## src/rtl/ebpf_decode_stage.sv

```systemverilog
// eBPF decode stage with per-thread LDDW pairing and halt tracking; registered control bundle.
// Latency 1 cycle; in_ready = !out_valid || out_ready (no skid), out_* hold while stalled.
module ebpf_decode_stage #(
  parameter int NUM_THREADS  = 4,
  parameter int TID_W        = (NUM_THREADS > 1) ? $clog2(NUM_THREADS) : 1,
  parameter bit ENABLE_JMP32 = 1'b0,
  parameter bit ENABLE_CALL  = 1'b0
) (
  input  logic                   clk,
  input  logic                   rst_n,
  input  logic                   in_valid,
  output logic                   in_ready,
  input  logic [7:0]             in_opcode,
  input  logic [TID_W-1:0]       in_tid,
  input  logic [NUM_THREADS-1:0] thread_restart,
  output logic                   out_valid,
  input  logic                   out_ready,
  output logic [TID_W-1:0]       out_tid,
  output logic                   out_regwrite,
  output logic                   out_memread,
  output logic                   out_memwrite,
  output logic                   out_memtoreg,
  output logic                   out_writesrc,
  output logic                   out_bit32,
  output logic [3:0]             out_alu_op,
  output logic [3:0]             out_branch,
  output logic [1:0]             out_alusrca,
  output logic [1:0]             out_alusrcb,
  output logic [1:0]             out_datasize,
  output logic [1:0]             out_imm_ext,
  output logic [1:0]             out_exc,
  output logic [NUM_THREADS-1:0] thread_halted
);

  localparam logic [1:0] ST_IDLE      = 2'd0;
  localparam logic [1:0] ST_LDDW_WAIT = 2'd1;
  localparam logic [1:0] ST_HALTED    = 2'd2;

  localparam logic [1:0] EXC_LDDW = 2'd1;
  localparam logic [1:0] EXC_EXIT = 2'd2;
  localparam logic [1:0] EXC_UNK  = 2'd3;

  localparam logic [3:0] OP_ADD = 4'h0;
  localparam logic [3:0] OP_SUB = 4'h1;
  localparam logic [3:0] OP_OR  = 4'h4;
  localparam logic [3:0] OP_MOV = 4'hB;
  localparam logic [3:0] OP_END = 4'hD;

  typedef struct packed {
    logic       regwrite;
    logic       memread;
    logic       memwrite;
    logic       memtoreg;
    logic       writesrc;
    logic       bit32;
    logic [3:0] alu_op;
    logic [3:0] branch;
    logic [1:0] alusrca;
    logic [1:0] alusrcb;
    logic [1:0] datasize;
    logic [1:0] imm_ext;
    logic [1:0] exc;
  } ctrl_t;

  logic [1:0]       thr_st [NUM_THREADS];
  logic [1:0]       cur_st;
  logic [1:0]       nxt_st;
  logic             accept;
  logic             legal;
  logic             jmp_legal;
  logic [2:0]       cls;
  logic [3:0]       op;
  logic             srcx;
  ctrl_t            dec;
  ctrl_t            nxt_bnd;
  ctrl_t            out_q;
  logic [TID_W-1:0] tid_q;
  logic             vld_q;

  assign in_ready = !vld_q || out_ready;
  assign accept   = in_valid && in_ready;

  assign cls  = in_opcode[2:0];
  assign op   = in_opcode[7:4];
  assign srcx = in_opcode[3];

  always_comb begin
    cur_st = ST_IDLE;
    for (int t = 0; t < NUM_THREADS; t++)
      if (in_tid == TID_W'(t)) cur_st = thr_st[t];
  end

  // JA, CALL and EXIT exist only in the 64-bit jump class with the immediate source encoding
  assign jmp_legal = ((op inside {[4'h1:4'h7], [4'hA:4'hD]}) && (cls == 3'd5 || ENABLE_JMP32)) ||
                     (cls == 3'd5 && !srcx &&
                      (op == 4'h0 || op == 4'h9 || (op == 4'h8 && ENABLE_CALL)));

  always_comb begin
    dec   = '0;
    legal = 1'b0;
    case (cls)
      3'd4, 3'd7: begin
        if (op <= 4'hC || (cls == 3'd4 && op == OP_END)) begin
          legal        = 1'b1;
          dec.regwrite = 1'b1;
          dec.alu_op   = op;
          dec.alusrca  = (op == OP_MOV) ? 2'd2 : 2'd0;
          dec.alusrcb  = (srcx && op != OP_END) ? 2'd0 : 2'd1;
          dec.bit32    = (cls == 3'd4) && (op != OP_END);
        end
      end
      3'd0: begin
        if (in_opcode == 8'h18) begin
          legal        = 1'b1;
          dec.regwrite = 1'b1;
          dec.alu_op   = OP_MOV;
          dec.alusrca  = 2'd2;
          dec.alusrcb  = 2'd1;
          dec.datasize = 2'd3;
          dec.imm_ext  = 2'd1;
        end
      end
      3'd1: begin
        if (in_opcode[7:5] == 3'b011) begin
          legal        = 1'b1;
          dec.regwrite = 1'b1;
          dec.memread  = 1'b1;
          dec.memtoreg = 1'b1;
          dec.alusrca  = 2'd1;
          dec.alusrcb  = 2'd2;
          dec.datasize = in_opcode[4:3];
        end
      end
      3'd2, 3'd3: begin
        if (in_opcode[7:5] == 3'b011) begin
          legal        = 1'b1;
          dec.memwrite = 1'b1;
          dec.writesrc = (cls == 3'd3);
          dec.alusrcb  = 2'd2;
          dec.datasize = in_opcode[4:3];
        end
      end
      3'd5, 3'd6: begin
        if (jmp_legal) begin
          legal       = 1'b1;
          dec.branch  = op;
          dec.alu_op  = (op == 4'h0 || op == 4'h8 || op == 4'h9) ? OP_ADD : OP_SUB;
          dec.alusrcb = srcx ? 2'd0 : 2'd1;
          dec.bit32   = (cls == 3'd6);
        end
      end
    endcase
  end

  always_comb begin
    nxt_bnd = dec;
    nxt_st  = cur_st;
    case (cur_st)
      ST_LDDW_WAIT: begin
        if (in_opcode == 8'h00) begin
          nxt_bnd          = '0;
          nxt_bnd.regwrite = 1'b1;
          nxt_bnd.alu_op   = OP_OR;
          nxt_bnd.alusrcb  = 2'd1;
          nxt_bnd.datasize = 2'd3;
          nxt_bnd.imm_ext  = 2'd2;
          nxt_st           = ST_IDLE;
        end else begin
          nxt_bnd.exc = EXC_LDDW;
          nxt_st      = ST_HALTED;
        end
      end
      ST_IDLE: begin
        if (in_opcode == 8'h18) begin
          nxt_st = ST_LDDW_WAIT;
        end else if (in_opcode == 8'h95) begin
          nxt_bnd.exc = EXC_EXIT;
          nxt_st      = ST_HALTED;
        end else if (!legal) begin
          nxt_bnd.exc = EXC_UNK;
          nxt_st      = ST_HALTED;
        end
      end
      default: ;
    endcase
    // a faulting instruction must never commit architectural side effects
    if (nxt_bnd.exc != 2'd0) begin
      nxt_bnd.regwrite = 1'b0;
      nxt_bnd.memread  = 1'b0;
      nxt_bnd.memwrite = 1'b0;
      nxt_bnd.memtoreg = 1'b0;
      nxt_bnd.writesrc = 1'b0;
    end
  end

  always_ff @(posedge clk) begin
    if (!rst_n) begin
      vld_q <= 1'b0;
      out_q <= '0;
      tid_q <= '0;
    end else if (accept && cur_st != ST_HALTED) begin
      vld_q <= 1'b1;
      out_q <= nxt_bnd;
      tid_q <= in_tid;
    end else if (out_ready) begin
      vld_q <= 1'b0;
    end
  end

  // restart wins over the accept's transition, but the accept still decodes against the old state
  always_ff @(posedge clk) begin
    for (int t = 0; t < NUM_THREADS; t++) begin
      if (!rst_n || thread_restart[t]) thr_st[t] <= ST_IDLE;
      else if (accept && in_tid == TID_W'(t)) thr_st[t] <= nxt_st;
    end
  end

  always_comb begin
    thread_halted = '0;
    for (int t = 0; t < NUM_THREADS; t++)
      thread_halted[t] = (thr_st[t] == ST_HALTED);
  end

  assign out_valid    = vld_q;
  assign out_tid      = tid_q;
  assign out_regwrite = out_q.regwrite;
  assign out_memread  = out_q.memread;
  assign out_memwrite = out_q.memwrite;
  assign out_memtoreg = out_q.memtoreg;
  assign out_writesrc = out_q.writesrc;
  assign out_bit32    = out_q.bit32;
  assign out_alu_op   = out_q.alu_op;
  assign out_branch   = out_q.branch;
  assign out_alusrca  = out_q.alusrca;
  assign out_alusrcb  = out_q.alusrcb;
  assign out_datasize = out_q.datasize;
  assign out_imm_ext  = out_q.imm_ext;
  assign out_exc      = out_q.exc;

endmodule

```

## config.mk

```make
export PLATFORM = sky130hd
export DESIGN_NAME = ebpf_decode_stage
export DESIGN_NICKNAME = d
export VERILOG_FILES = /design/src/rtl/ebpf_decode_stage.sv
export SDC_FILE = /design/constraint.sdc
export NUM_CORES = 1
export LEC_CHECK = 0
export CAP_MARGIN = 20
export CORE_MARGIN = 8
export CORE_UTILIZATION = 50
export DETAILED_ROUTE_END_ITERATION = 6
export GPL_ROUTABILITY_DRIVEN = 1
export PLACE_DENSITY = 0.82
export SYNTH_ARGS = -nofsm -noshare
export SYNTH_HDL_FRONTEND = slang
export SYNTH_SLANG_ARGS = --single-unit
```

## constraint.sdc

```tcl
create_clock -name clk -period 4.4 [get_ports clk]
set_input_delay 0.88 -clock clk [delete_from_list [all_inputs] [get_ports clk]]
set_output_delay 0.88 -clock clk [all_outputs]
set_load 0.1 [all_outputs]
```

==> key figures, run 1 <==
Outcome
  • Status: finished, final reports clean

Clock tree
  • CTS tree: built
  • CTS Buffer Depth: 2
  • # clock sinks: 34
  • # Post-CTS Setup Buffers: 0
  • CTS clock-pin slew for the worst setup and hold paths: 0.06 ns
  • Clock Tree Root: clkbuf_8
  • Post-CTS sizing: 0
  • Total CTS buffers: 5
  • Clk Latency, worst-skew pair: just under 0.3 ns
  • Cts-stage hold buffer count: 0
  • H-tree depth: 2

Synthesis
  • Post-synth EDFFs: 8
  • Netlist cell types: between 40 and 50
  • Most frequent cell after synthesis: nand2_1
  • Synth Cell Area: 1880 µm²
  • Synth Warn #: 0
  • Dominant cell type by area after synthesis: dfxtp_1
  • Asr flop ratio synth: 0%
  • Post-synth top area share: between 20% and 30%
  • Synth area leaders: dfxtp_1 (28%), edfxtp_1 (13%), nand2_1 (6.2%)
  • Synthesized area per cell: ~8.5 µm²
  • Post-synthesis sequential area ratio: 40.5%
  • Syn_nets: 238
  • Yosys reg bits: 34
  • Top post-synthesis cells by count: nand2_1 (31), dfxtp_1 (26), o21ai_0 (16)
  • Synth Flop Type: dfxtp_1
  • Synth Instances: 220

Finish
  • Diode count: 0
  • Fraction of layout cells with a size suffix above 1: 8.65%
  • Post-Layout Inst Area: approximately 2500 µm²
  • Register area: 761 µm²
  • Final layout net count: 283
  • Area delta synth->final: 32.6%
  • Multi-input gate area: slightly above 1000 µm²
  • Fill cells: roughly 320

Hold path
  • Class of the worst hold path: reg -> reg
  • Hold Path Stages: 2
  • Worst hold path startpoint: out_branch[2]$_SDFFE_PN0P_
  • Endpoint of the worst hold path: out_branch[2]$_SDFFE_PN0P_

Critical path
  • Startpoint Class: primary input
  • Critical Path End Type: register
  • Worst EP arrival: approximately 3.6 ns
  • Worst-path fanout max: 11
  • Reg2Reg Setup Slack: 2.06 ns
  • FF-to-FF End: out_regwrite$_SDFFE_PN0P_
  • Crit Reg-Reg Startpoint: thr_st[0][1]$_SDFFCE_PN0P_
  • Setup CP Type: in -> reg
  • Worst EP required: roughly 4.6 ns
  • Cells on worst reg2reg path: 5

GRT
  • Global route total overflow: 0
  • Largest net degree at the start of global routing: 37
  • Gr usage total: between 10% and 20%
  • Antenna violations before repair: 0
  • First-pass GRT wire length: 8260 µm
  • Vias in the first global route: approximately 1.8k

Placed design
  • GP Congestion: roughly 0.89
  • Dpl ws: 0.801 ns
  • DP HPWL: approximately 3500 µm
  • IO Port Bufs: 49
  • DP Area: around 2400 µm²

Power and ir drop
  • Worst IR Drop VDD: between 0.0002 and 0.00025 V
  • Pwr dens: between 300 and 400 nW/µm²
  • LEAKAGE: ~0.92 nW

Timing
  • RSZ-0062 raised after global routing: false
  • Final hold vios: 0
  • Setup ws final: around 1.1 ns
  • Fmax achieved: ~0.3 GHz
  • Post-route setup TNS: 0 ns
  • Final setup violation count: 0
  • Slew Viols, Final: 0
  • Post-route minimum period: roughly 3.3 ns
  • Worst-Margin Slew: 1.01 ns
  • Setup Skew: ~0.0086 ns
  • Worst slew margin relative to its limit: about a third
  • Period utilisation layout: roughly three quarters
  • Final hold slack: 0.463 ns

Drt
  • Mean number of vias per cell: ~5.7
  • Initial DRC count: between 100 and 150
  • Via count: 1,782
  • Post-DRT Antenna Nets: 0
  • WL final: 4890 µm
  • Post-DR wirelength/cell: 15.6 µm
  • DRC viols: 0
  • First-pass iteration count of the detailed router: 5

Floorplan
  • Die Ht: between 70 and 80 µm
  • Die outline width: about 77 µm
  • # rows: 22
  • Initial core utilization: around half
  • Placeable Area: between 3000 and 4000 µm²
  • Die Area: 5980 µm²
  • Top Ports: 50

Run
  • Max_cap viols: 0
-- registers in the layout (all words and copies together), names as in the netlist --
register / count
out_alu_op: 4
out_alusrca: 2
out_alusrcb: 2
out_bit32: 1
out_branch: 4
out_datasize: 2
out_exc: 2
out_imm_ext: 2
out_memread: 1
out_memwrite: 1
out_regwrite: 1
out_tid: 2
out_valid: 1
out_writesrc: 1
thr_st: 8
-- cell usage in the layout, fill, tap and decap left out, types with 3 or more instances in the layout --
cell type	synthesis	routed
a21oi_1	10	10
a21o_1	3	3
inv_1	5	5
nand2_1	31	31
nand3b_1	3	3
nor2b_1	11	11
nand3_1	10	10
clkbuf_8	0	6
nor3_1	5	5
a21boi_0	10	10
nor2_1	12	12
edfxtp_1	8	8
clkdlybuf4s50_1	0	48
a21boi_2	4	4
nor4_1	3	3
and2_1	6	6
and3_1	6	6
nand2b_1	3	3
a31oi_1	4	4
buf_4	1	4
dfxtp_1	26	26
o21ai_0	16	16
-- final cells by class --
cell class / instances / area share [%]
Timing Repair Buffer: 53 / 21.6
Multi-Input combinational cell: 166 / 41.1
Inverter: 5 / 0.753
Tap cell: 48 / 2.41
Clock inverter: 2 / 0.301
Sequential cell: 34 / 30.5
Clock buffer: 6 / 3.31
-- per-layer routing --
metal | vias to the layer above | track usage, % | share of wire [%]
met4 | 0 | 5.28 | 0.94
li1 | 886 | - | -
met1 | 817 | 19.8 | 45
met5 | - | 0 | 0
met2 | 74 | 25.9 | 46
met3 | 5 | 7.11 | 8.8
-- worst max-delay path, cell delays in order --
cell             delay [ns]
clkdlybuf4s50_1        0.73
mux4_1                 0.76
a21oi_1                0.65
o21ai_0                0.19
a21boi_0               0.22
a32o_1                 0.14
-- logic make-up (layout without fill, tap and decap cells) --
group                    Yosys count  in the layout  synth area share (%)
flip-flops                        34             34                  40.5
multiplexers                       5              5                  4.26
AO/OA/AOI/OAI                     63             63                  23.4
AND/OR/NAND/NOR                   97             97                  26.4
adder cells (fa/ha/maj)            1              1                 0.533
buffers and inverters             20             66                  4.99
-- report_power, final --
part / total (mW) / switching [mW] / leakage [nW] / internal [mW]
combinational: 0.222 / 0.156 / 0.568 / 0.0656
clock: 0.230 / 0.107 / 0.0463 / 0.123
sequential: 0.340 / 0.00767 / 0.301 / 0.332
-- worst max-delay path by stage --
stage / startpoint / end / slack [ns] / cells after the start
global placement: in_tid[0] / out_regwrite$_SDFFE_PN0P_ / 0.89 / 6
detailed placement: in_tid[0] / out_regwrite$_SDFFE_PN0P_ / 0.80 / 6
CTS: in_tid[0] / out_regwrite$_SDFFE_PN0P_ / 1.09 / 6
global route: in_tid[0] / out_regwrite$_SDFFE_PN0P_ / 0.90 / 6
floorplan: out_valid$_SDFFE_PN0P_ / out_imm_ext[0]$_SDFFE_PN0P_ / 1.33 / 6
finish: in_tid[0] / out_regwrite$_SDFFE_PN0P_ / 1.06 / 6
-- metrics by stage --
stage / total power [mW] / util, % / instances
6_report: 0.792 / 68.6 / 314
3_5_place_dp: 0.564 / 65.4 / 305
2_1_floorplan: 0.503 / - / 220
3_3_place_gp: 0.563 / 65.4 / 305
4_1_cts: 0.792 / 67.8 / 313
5_1_grt: 0.825 / 68.6 / 314
No activity file was read; power rests on OpenSTA's default activity.
==> inputs of run 2 (changes only) <==
--- a/config.mk
+++ b/config.mk
@@ -7,10 +7,10 @@
 export LEC_CHECK = 0
 export CAP_MARGIN = 20
 export CORE_MARGIN = 8
-export CORE_UTILIZATION = 50
+export CORE_UTILIZATION = 43
 export DETAILED_ROUTE_END_ITERATION = 6
 export GPL_ROUTABILITY_DRIVEN = 1
-export PLACE_DENSITY = 0.82
+export PLACE_DENSITY = 0.75
 export SYNTH_ARGS = -nofsm -noshare
 export SYNTH_HDL_FRONTEND = slang
 export SYNTH_SLANG_ARGS = --single-unit
==> constraint.sdc (replaced) <==
create_clock -name clk -period 3.05 [get_ports clk]
set_input_delay 0.61 -clock clk [delete_from_list [all_inputs] [get_ports clk]]
set_output_delay 0.61 -clock clk [all_outputs]
set_load 0.1 [all_outputs]
==> run 2 against run 1 <==
First-iteration DRC count rose by 1.9%. Critical path depth increased by 1. Clock skew shrank 0.0051 ns. Sequential power is 44% higher. Setup slack worse by 0.68 ns. Flip-flop and latch count unchanged. Final cell count rose by 5.4%. Wire length increased by 1.4%. Critical path type unchanged. Largest power group unchanged.
==> key figures, run 2 (same netlist as run 1, synthesis figures left out) <==
Outcome
  • Status: finished, final reports clean

Critical path
  • Reg2Reg Setup Slack: 0.98 ns (-1.08 ns)
  • Crit Reg-Reg Startpoint: thr_st[1][1]$_SDFFCE_PN0P_
  • CP max stage delay: 0.63 ns (-0.13 ns)
  • Worst-path fanout max: 7 (-4)
  • Startpoint Class: primary input
  • Cell Chain, Critical Path: clkdlybuf4s50_1, mux4_2, and4b_4, a211oi_4, o21ai_2, o21ai_0, and2_1
  • Worst EP required: 3.28 ns (-1.35 ns)
  • Slowest CP cell: mux4_2
  • Setup CP Type: in -> reg
  • End of the critical path: out_alu_op[1]$_SDFFE_PN0P_
  • Crit path launch: in_tid[0]
  • Worst EP arrival: 2.90 ns (-0.67 ns)
  • FF-to-FF End: out_alu_op[1]$_SDFFE_PN0P_
  • Critical Path End Type: register
  • Cells on worst reg2reg path: 6 (+1)

Clock tree
  • CTS tree: built
  • H-tree depth: 2 (unchanged)
  • # Post-CTS Setup Buffers: 0 (unchanged)
  • CTS Buffer Depth: 2 (unchanged)
  • Total CTS buffers: 5 (unchanged)
  • CTS clock-pin slew for the worst setup and hold paths: 0.07 ns (about the same)
  • Clock Tree Root: clkbuf_8
  • Post-CTS sizing: 0 (unchanged)
  • Cts-stage hold buffer count: 0 (unchanged)
  • # clock sinks: 34 (unchanged)
  • Clk Latency, worst-skew pair: 0.29 ns (about the same)

GRT
  • Largest net degree at the start of global routing: 20 (-46%)
  • First-pass GRT wire length: 8220 µm (-0.51%)
  • Antenna violations before repair: 0 (unchanged)
  • Global route total overflow: 0 (unchanged)
  • Gr usage total: 15.5% (-0.98 points)
  • Vias in the first global route: 1,742 (-0.74%)

Timing
  • Worst-Margin Slew: 0.574 ns (-0.435 ns)
  • Slew Viols, Final: 0 (unchanged)
  • Final hold slack: 0.463 ns (-0.000216 ns)
  • Setup Skew: 0.00347 ns (-0.00508 ns)
  • Post-route setup TNS: 0 ns (unchanged)
  • RSZ-0062 raised after global routing: false
  • Fmax achieved: 0.374 GHz
  • Period utilisation layout: between 80% and 90%
  • Final hold vios: 0 (unchanged)
  • Final setup violation count: 0 (unchanged)
  • Worst slew margin relative to its limit: 61.6% (+29 points)
  • Post-route minimum period: ~2.7 ns
  • Setup ws final: 0.379 ns (-0.679 ns)

Power and ir drop
  • Clock Power Share: 28.2% (-0.9 points)
  • LEAKAGE: 1.02 nW (+12%)
  • Design Power: 1.14 mW (+43%)
  • Combinational Power Share: 28.7% (+0.7 points)
  • Pint: 0.734 mW (+41%)
  • Sw power: 0.402 mW (+48%)
  • Seq pwr share: 43.1% (+0.2 points)
  • Sw Ratio: 35.4% (+1.1 points)
  • Worst IR Drop VDD: 0.000243 V (+5.8%)
  • Pwr dens: 455 nW/µm² (+43%)

Finish
  • Most frequent cells in the layout: buf_4 (49), nand2_1 (31), dfxtp_1 (26)
  • Max FFs per register: 8 (unchanged)
  • Multi-input gate area: 1030 µm² (+0.24%)
  • Diode count: 0 (unchanged)
  • Util after Layout: 58.1% (-10 points)
  • Reg with most FFs: thr_st
  • Area delta synth->final: 32.8%
  • Final layout net count: 296 (+4.6%)
  • Fill cells: 404 (+27%)
  • Post-Layout Inst Area: 2490 µm² (+0.10%)
  • Non-filler cells, final: 331 (+5.4%)
  • Register area: 761 µm² (unchanged)
  • Commonest non-fill, non-tap cell in the layout: buf_4
  • Fraction of layout cells with a size suffix above 1: 24.7% (+16 points)

Drt
  • Mean number of vias per cell: 5.44 (-4.1%)
  • WL final: 4960 µm (+1.4%)
  • Initial DRC count: 108 (+1.9%)
  • DRC viols: 0 (unchanged)
  • First-pass iteration count of the detailed router: 4 (-1)
  • Via count: 1,801 (+1.1%)
  • Post-DRT Antenna Nets: 0 (unchanged)
  • Post-DR wirelength/cell: 15.0 µm (-3.8%)

Floorplan
  • Initial core utilization: 43.8% (-8.0 points)
  • Die Ht: 82.1 µm (+6.2%)
  • Top Ports: 50 (unchanged)
  • Die outline width: 82.1 µm (+6.2%)
  • Die Area: 6740 µm² (+13%)
  • Placeable Area: 4290 µm² (+18%)
  • # rows: 24 (+9.1%)

Run
  • Max_cap viols: 0 (unchanged)

Placed design
  • DP Area: 2410 µm² (+1.5%)
  • DP HPWL: 3800 µm (+8.8%)
  • Dpl ws: 0.0902 ns (-0.711 ns)
  • GP Congestion: 0.840 (-5.3%)
  • Placed insts: 323 (+5.9%)
  • IO Port Bufs: 49 (unchanged)

Hold path
  • Class of the worst hold path: reg -> reg
-- run 2: worst min path at each step --
stage | start | end | slack, ns | cells past startpoint
floorplan | in_opcode[3] | out_datasize[0]$_SDFFE_PN0P_ | 0.76 | 2
detailed placement | out_branch[3]$_SDFFE_PN0P_ | out_branch[3]$_SDFFE_PN0P_ | 0.46 | 2
global placement | out_branch[3]$_SDFFE_PN0P_ | out_branch[3]$_SDFFE_PN0P_ | 0.45 | 2
finish | out_branch[3]$_SDFFE_PN0P_ | out_branch[3]$_SDFFE_PN0P_ | 0.46 | 2
global route | out_branch[1]$_SDFFE_PN0P_ | out_branch[1]$_SDFFE_PN0P_ | 0.49 | 2
CTS | out_branch[3]$_SDFFE_PN0P_ | out_branch[3]$_SDFFE_PN0P_ | 0.47 | 2
-- run 2: area by class of cell --
| class | instances | share of cell area, % |
|---|---|---|
| Clock buffer | 5 | 2.76 |
| Clock inverter | 3 | 0.652 |
| Inverter | 5 | 0.752 |
| Multi-Input combinational cell | 166 | 41.2 |
| Sequential cell | 34 | 30.5 |
| Tap cell | 52 | 2.61 |
| Timing Repair Buffer | 66 | 21.6 |
-- run 2: power groups by stage --
| stage | combinational, mW | sequential (mW) | clock, mW |
|---|---|---|---|
| floorplan | 0.133 | 0.592 | 0 |
| global placement | 0.323 | 0.500 | 0 |
| detailed placement | 0.325 | 0.500 | 0 |
| CTS | 0.326 | 0.490 | 0.325 |
| global route | 0.345 | 0.492 | 0.344 |
| finish | 0.326 | 0.490 | 0.320 |
-- run 2: critical path: cells and delay by family --
| kind | cells | cell delay [ns] |
|---|---|---|
| mux | 1 | 0.63 |
| compound gates | 3 | 0.66 |
| simple gates | 2 | 0.39 |
| buf+inv | 1 | 0.61 |
-- run 2: metal layers --
| metal | GRT usage (%) | up-vias | wire, µm |
|---|---|---|---|
| li1 | - | 909 | - |
| met1 | 18.6 | 829 | 2100 |
| met2 | 26.0 | 58 | 2430 |
| met3 | 4.55 | 5 | 386 |
| met4 | 5.09 | 0 | 48 |
| met5 | 0 | - | 0 |
